**config.mk**
```make
export PLATFORM = sky130hd
export DESIGN_NAME = fpnew_divsqrt_iter_core
export DESIGN_NICKNAME = d
export VERILOG_FILES = /design/src/rtl/fpnew_divsqrt_iter_core.sv
export SDC_FILE = /design/constraint.sdc
export NUM_CORES = 1
export LEC_CHECK = 0
export BUFFER_PORTS_ARGS = -buffer_cell sky130_fd_sc_hd__buf_2
export CAP_MARGIN = 20
export CORE_MARGIN = 3
export CORE_UTILIZATION = 51
export DETAILED_ROUTE_END_ITERATION = 6
export PLACE_DENSITY = 0.76
export SYNTH_ARGS = -nofsm -noshare
export SYNTH_HDL_FRONTEND = slang
export SYNTH_SLANG_ARGS = --single-unit
```
**constraint.sdc**
```tcl
create_clock -name clk_i -period 4.8 [get_ports clk_i]
set_input_delay 0.24 -clock clk_i [delete_from_list [all_inputs] [get_ports clk_i]]
set_output_delay 0.24 -clock clk_i [all_outputs]
set_load 0.02 [all_outputs]
```
**src/rtl/fpnew_divsqrt_iter_core.sv**
```systemverilog
// Radix-2 iterative mantissa divide / square-root core, one result bit per cycle.
// Responds to the wrapper's start/kill/ready/done handshake; rounding stays outside.
module fpnew_divsqrt_iter_core #(
  parameter int unsigned  MANT_WIDTH = 53,
  localparam int unsigned Q_WIDTH    = MANT_WIDTH + 2,
  localparam int unsigned CNT_WIDTH  = $clog2(Q_WIDTH + 1)
) (
  input  logic                  clk_i,
  input  logic                  rst_ni,
  input  logic                  div_start_i,
  input  logic                  sqrt_start_i,
  input  logic                  kill_i,
  input  logic [MANT_WIDTH-1:0] mant_a_i,
  input  logic [MANT_WIDTH-1:0] mant_b_i,
  input  logic                  exp_odd_i,
  input  logic [CNT_WIDTH-1:0]  iters_i,
  output logic                  ready_o,
  output logic                  done_o,
  output logic [Q_WIDTH-1:0]    quotient_o,
  output logic                  sticky_o,
  output logic                  busy_o
);

  // Sqrt remainder can reach ~4*root before the compare, hence two bits above Q_WIDTH.
  localparam int unsigned REM_W = Q_WIDTH + 2;
  localparam int unsigned RAD_W = 2 * Q_WIDTH;
  localparam logic [CNT_WIDTH-1:0] Q_CNT = CNT_WIDTH'(Q_WIDTH);

  typedef enum logic [1:0] {IDLE, BUSY, DONE} state_t;

  state_t                state_q;
  logic                  ready_q, done_q, busy_q, op_sqrt_q;
  logic [CNT_WIDTH-1:0]  iters_q, cnt_q, iters_clamped;
  logic [MANT_WIDTH-1:0] divisor_q;
  logic [REM_W-1:0]      rem_q, rem_d, rem_sh, trial, divisor_ext;
  logic [RAD_W-1:0]      rad_q, rad_d, rad_init;
  logic [Q_WIDTH-1:0]    acc_q, acc_d;
  logic                  accept, last_iter, q_bit;

  assign accept    = (div_start_i | sqrt_start_i) & ready_q & ~kill_i;
  assign last_iter = (cnt_q == iters_q - 1'b1);
  assign ready_o   = ready_q;
  assign busy_o    = busy_q;
  assign done_o    = done_q & ~kill_i;

  always_comb begin
    iters_clamped = iters_i;
    if (iters_i == '0) begin
      iters_clamped = CNT_WIDTH'(1);
    end else if (iters_i > Q_CNT) begin
      iters_clamped = Q_CNT;
    end
  end

  // Radicand scaled so that its integer square root is the Q_WIDTH-bit result.
  assign rad_init = {exp_odd_i ? {mant_a_i, 1'b0} : {1'b0, mant_a_i},
                     {(MANT_WIDTH + 3){1'b0}}};

  always_comb begin
    divisor_ext = {{(REM_W - MANT_WIDTH){1'b0}}, divisor_q};
    rem_sh      = {rem_q[REM_W-3:0], rad_q[RAD_W-1 -: 2]};
    trial       = {acc_q, 2'b01};
    rad_d       = rad_q << 2;
    if (op_sqrt_q) begin
      q_bit = (rem_sh >= trial);
      rem_d = q_bit ? rem_sh - trial : rem_sh;
    end else begin
      q_bit = (rem_q >= divisor_ext);
      rem_d = (q_bit ? rem_q - divisor_ext : rem_q) << 1;
    end
    acc_d = {acc_q[Q_WIDTH-2:0], q_bit};
  end

  always_ff @(posedge clk_i or negedge rst_ni) begin
    if (!rst_ni) begin
      state_q    <= IDLE;
      ready_q    <= 1'b1;
      done_q     <= 1'b0;
      busy_q     <= 1'b0;
      op_sqrt_q  <= 1'b0;
      iters_q    <= '0;
      cnt_q      <= '0;
      divisor_q  <= '0;
      rem_q      <= '0;
      rad_q      <= '0;
      acc_q      <= '0;
      quotient_o <= '0;
      sticky_o   <= 1'b0;
    end else if (kill_i) begin
      state_q <= IDLE;
      ready_q <= 1'b1;
      done_q  <= 1'b0;
      busy_q  <= 1'b0;
    end else begin
      done_q <= 1'b0;
      case (state_q)
        IDLE, DONE: begin
          if (accept) begin
            state_q   <= BUSY;
            ready_q   <= 1'b0;
            busy_q    <= 1'b1;
            op_sqrt_q <= ~div_start_i;
            iters_q   <= iters_clamped;
            cnt_q     <= '0;
            divisor_q <= mant_b_i;
            acc_q     <= '0;
            rem_q     <= div_start_i ? {{(REM_W - MANT_WIDTH){1'b0}}, mant_a_i} : '0;
            rad_q     <= div_start_i ? '0 : rad_init;
          end else begin
            state_q <= IDLE;
            ready_q <= 1'b1;
            busy_q  <= 1'b0;
          end
        end
        BUSY: begin
          rem_q <= rem_d;
          rad_q <= rad_d;
          acc_q <= acc_d;
          cnt_q <= cnt_q + 1'b1;
          if (last_iter) begin
            state_q    <= DONE;
            ready_q    <= 1'b1;
            busy_q     <= 1'b0;
            done_q     <= 1'b1;
            quotient_o <= acc_d << (Q_CNT - iters_q);
            sticky_o   <= (rem_d != '0) || (rad_d != '0);
          end
        end
        default: begin
          state_q <= IDLE;
          ready_q <= 1'b1;
          busy_q  <= 1'b0;
        end
      endcase
    end
  end

endmodule

```
==> results.py <==
metrics = {
    "drt": {
        "remaining_drc_errors": 4,
        "met3_length_mm": 10.6,
        "wirelength_met1_mm": 40.3,
        "routed_wire_length_per_instance_um": 24.5,
        "met2_length_mm": 44.7,
        "route.antenna.remaining_nets": 0,
        "dr_total_vias": 26700,
        "drt_pass1_iterations": 7,
        "detailedRoute.firstIterationViolations": 3302,
        "top_layer_used": "met5",
        "routed_via_density": 6.42,
        "drt_wl_total_mm": 102,
    },
    "synthesis": {
        "synthesis.area_um2": 24500,
        "post-synth-top-area-cell": "sky130_fd_sc_hd__dfrtp_1",
        "yosysUniqueCellTypes": 102,
        "mean_cell_area_of_the_mapped_netlist_um2": 7.65,
        "netlist_instances": 3195,
        "number_of_nets_produced_by_synthesis": 3428,
        "cell_types_with_the_highest_counts_after_synthesis": "452 x sky130_fd_sc_hd__nand2_1, 371 x sky130_fd_sc_hd__a21oi_1, 359 x sky130_fd_sc_hd__o21ai_0",
        "yosys_most_used_dff": "sky130_fd_sc_hd__dfrtp_1",
        "synth-warning-count": 0,
        "synth_most_common_cell": "sky130_fd_sc_hd__nand2_1",
        "synth_edf_count": 0,
        "yosys-top-cells-area": "sky130_fd_sc_hd__dfrtp_1 30%, sky130_fd_sc_hd__a21oi_1 7.6%, sky130_fd_sc_hd__o21ai_0 7.3%",
        "asyncSetResetFlopFracSynth": 1.00,
        "synth-seq-cells": 292,
        "synth_seq_area_share": 0.299,
        "synth.top_cell.area_share": 0.298,
    },
    "die": {
        "dieHeight_um": 225,
        "floorplan.io_pins": 177,
        "die_area_um2": 50600,
        "num_rows": 79,
        "floorplan.initialDensity": 0.521,
        "fp.coreArea_um2": 47000,
        "chipWidth_um": 225,
    },
    "sta": {
        "worst_slack_ps": 133,
        "relSlewSlack": 0.310,
        "timing.final.max_slew_violations": 0,
        "period_needed_ps": 4670,
        "max_slew.worst_pin.slew_ps": 1030,
        "timing.final.crit_share": 0.972,
        "setup_viol": 0,
        "worst_clock_skew_ps": 19.8,
        "timing.fmax_mhz": 214,
        "final-hold-violation-count": 0,
    },
    "min_path": {
        "hold_path.startpoint": "iters_i[0]",
        "holdPathEnd": "iters_q[0]",
        "min_delay_path_depth": 5,
        "hold_path_class": "in2reg",
    },
    "cells_and_area": {
        "stdcell_count": 4155,
        "fin_nets": 3755,
        "final_layout_size_suffix_gt1_frac": 0.186,
        "layout.cell_area.non_filler_um2": 29600,
        "postLayoutCoreUtil": 0.630,
        "area_growth_pct": 20.9,
    },
    "global_route": {
        "gr-usage-all-layers": 0.394,
        "first_global_vias": 25600,
        "grt-ovfl-total": 0,
        "pin_count_of_the_biggest_net_entering_global_routing": 172,
        "wire_length_of_the_first_global_routing_pass_mm": 153,
        "initial_antenna_violation_count": 9,
    },
    "pwr": {
        "vdd_ir_drop_max_mv": 0.451,
        "sequential_fraction_of_design_power": 0.151,
        "power.clock.fraction": 0.105,
        "switchingPower_mw": 14.6,
        "power_density_nw_per_um2": 936,
        "cellInternalPower_mw": 13.1,
        "comb_pwr_share": 0.744,
        "power.static_leakage_nw": 13.2,
        "sw_ratio": 0.528,
    },
    "placed_design": {
        "routabilityCongestion": 1.17,
        "post_dp_hpwl_mm": 79.3,
        "postPlaceCellArea_um2": 27400,
        "place_inst": 4026,
        "dp_worst_setup_slack_ps": 75.4,
        "port_buffers": 176,
    },
    "critical_path": {
        "type_of_the_worst_setup_path": "reg2reg",
        "critPathArrivalTime_ps": 5120,
        "reg2reg_slack_ps": 130,
        "startpoint_of_the_most_critical_register_to_register_path": "acc_q[26]",
        "critical_path_peak_fanout": 9,
        "rr_worst_depth": 19,
        "crit_path_start_kind": "flop",
        "crit_required_ps": 5260,
        "cp-end-kind": "flop",
        "r2r_end": "sticky_o",
    },
    "clock_tree": {
        "tritoncts": "yes",
        "worstSkewPairLatency_ps": 570,
        "cts_buffers": 36,
        "max-clock-path-buffers": 3,
        "htree_levels": 2,
        "cts_sinks": 292,
        "clkSlewWorstSetupHoldPaths_ps": 60,
        "clockRootBuffer": "sky130_fd_sc_hd__clkbuf_16",
    },
    "run_status": {
        "run_status": "complete, but fails checks",
        "violations": "DRC",
    },
    "flow_run": {
        "cap_violations": 0,
    },
}
[cell type report]
type / count / area (µm²)
sequential: 292 / 7320
tap: 607 / 759
clock buffer: 52 / 1060
timing repair buffer: 531 / 3800
clock inverter: 11 / 173
antenna: 1 / 2.50
multi-input combinational: 2517 / 15900
inverter: 144 / 541
fill: 4219 / 17400
[flip-flops by register name (all words and copies together), names as in the netlist]
name	cells
rem_q	57
acc_q	55
quotient_o	55
rad_q	54
divisor_q	53
cnt_q	6
iters_q	6
state_q	2
done_q	1
op_sqrt_q	1
ready_o	1
sticky_o	1
[worst max path at each step]
stage                     slack (ps)  cells after the start        to       from
after CTS                         30                     19  sticky_o  acc_q[32]
after detailed placement          80                     19  sticky_o  acc_q[32]
after global routing             -20                     20  sticky_o  acc_q[36]
after floorplan                  760                     18  sticky_o   rem_q[0]
final                            130                     19  sticky_o  acc_q[26]
after global placement           100                     17  sticky_o  rem_q[28]
[metal layers]
metal,vias to the layer above,track usage
met2,1366,0.609
met4,12,0.202
li1,12100,-
met5,-,0
met3,346,0.104
met1,12800,0.512
[logic make-up after synthesis]
family                     count (synthesis)  share of synthesized area
DFF                                      292                      0.299
buffers and inverters                    386                     0.0627
adders and majority gates                115                     0.0592
AOI/OAI and AO/OA                       1062                      0.258
xor gates and xnor gates                 111                     0.0398
and+or+nand+nor                         1067                      0.200
muxes                                    162                     0.0814
[stage by stage]
stage	setup TNS, ps	hold slack [ps]	power (mW)
final	0	32.7	27.7
after global routing	-19.9	47.7	29.3
after CTS	0	10.3	26.7
after detailed placement	0	246	23.6
after global placement	0	239	23.6
after floorplan	0	-55.6	16.2
[critical path: stages (launching register included)]
cell	delay, ps
sky130_fd_sc_hd__dfrtp_1	430
sky130_fd_sc_hd__inv_1	180
sky130_fd_sc_hd__ha_2	360
sky130_fd_sc_hd__a21oi_1	210
sky130_fd_sc_hd__o21ai_1	190
sky130_fd_sc_hd__nand2_1	140
sky130_fd_sc_hd__a31oi_4	140
sky130_fd_sc_hd__a2111oi_4	360
sky130_fd_sc_hd__nand2_2	130
sky130_fd_sc_hd__buf_12	160
sky130_fd_sc_hd__buf_4	140
sky130_fd_sc_hd__or4_1	410
sky130_fd_sc_hd__a221o_1	390
sky130_fd_sc_hd__a222oi_1	270
sky130_fd_sc_hd__nor4b_2	260
sky130_fd_sc_hd__nand4_1	140
sky130_fd_sc_hd__nor4_1	260
sky130_fd_sc_hd__buf_4	180
sky130_fd_sc_hd__nand4_1	80
sky130_fd_sc_hd__o21a_1	110
[power groups by stage]
| stage | combinational (mW) | clock [mW] | sequential [mW] |
|---|---|---|---|
| floorplan | 12.1 | 0 | 4.05 |
| global placement | 19.5 | 0 | 4.14 |
| detailed placement | 19.5 | 0 | 4.17 |
| CTS | 19.6 | 2.93 | 4.13 |
| global route | 22.1 | 3.02 | 4.24 |
| finish | 20.6 | 2.91 | 4.18 |
[cell usage in the layout, fill, tap and decap left out, drive strengths merged, types with 37 or more instances in the layout]
cell | netlist | final
o21ai | 364 | 364
xor2 | 50 | 50
nor2 | 221 | 221
a21oi | 373 | 373
nand4 | 53 | 53
ha | 114 | 114
nand3 | 95 | 95
a31oi | 41 | 41
mux2i | 120 | 120
xnor2 | 61 | 61
dlygate4sd3 | 0 | 60
nand2 | 454 | 454
dfrtp | 291 | 291
nor3 | 92 | 92
inv | 142 | 143
o211ai | 42 | 42
a21o | 37 | 37
clkbuf | 163 | 52
buf | 79 | 471
[timing repair]
item,CTS,global route
hold buffers,60,0
buffers inserted,0,4
endpoints found under the hold margin,133,0
endpoints found under the setup margin,0,2
gates resized for setup,0,56
(Power assumes the default switching activity.)
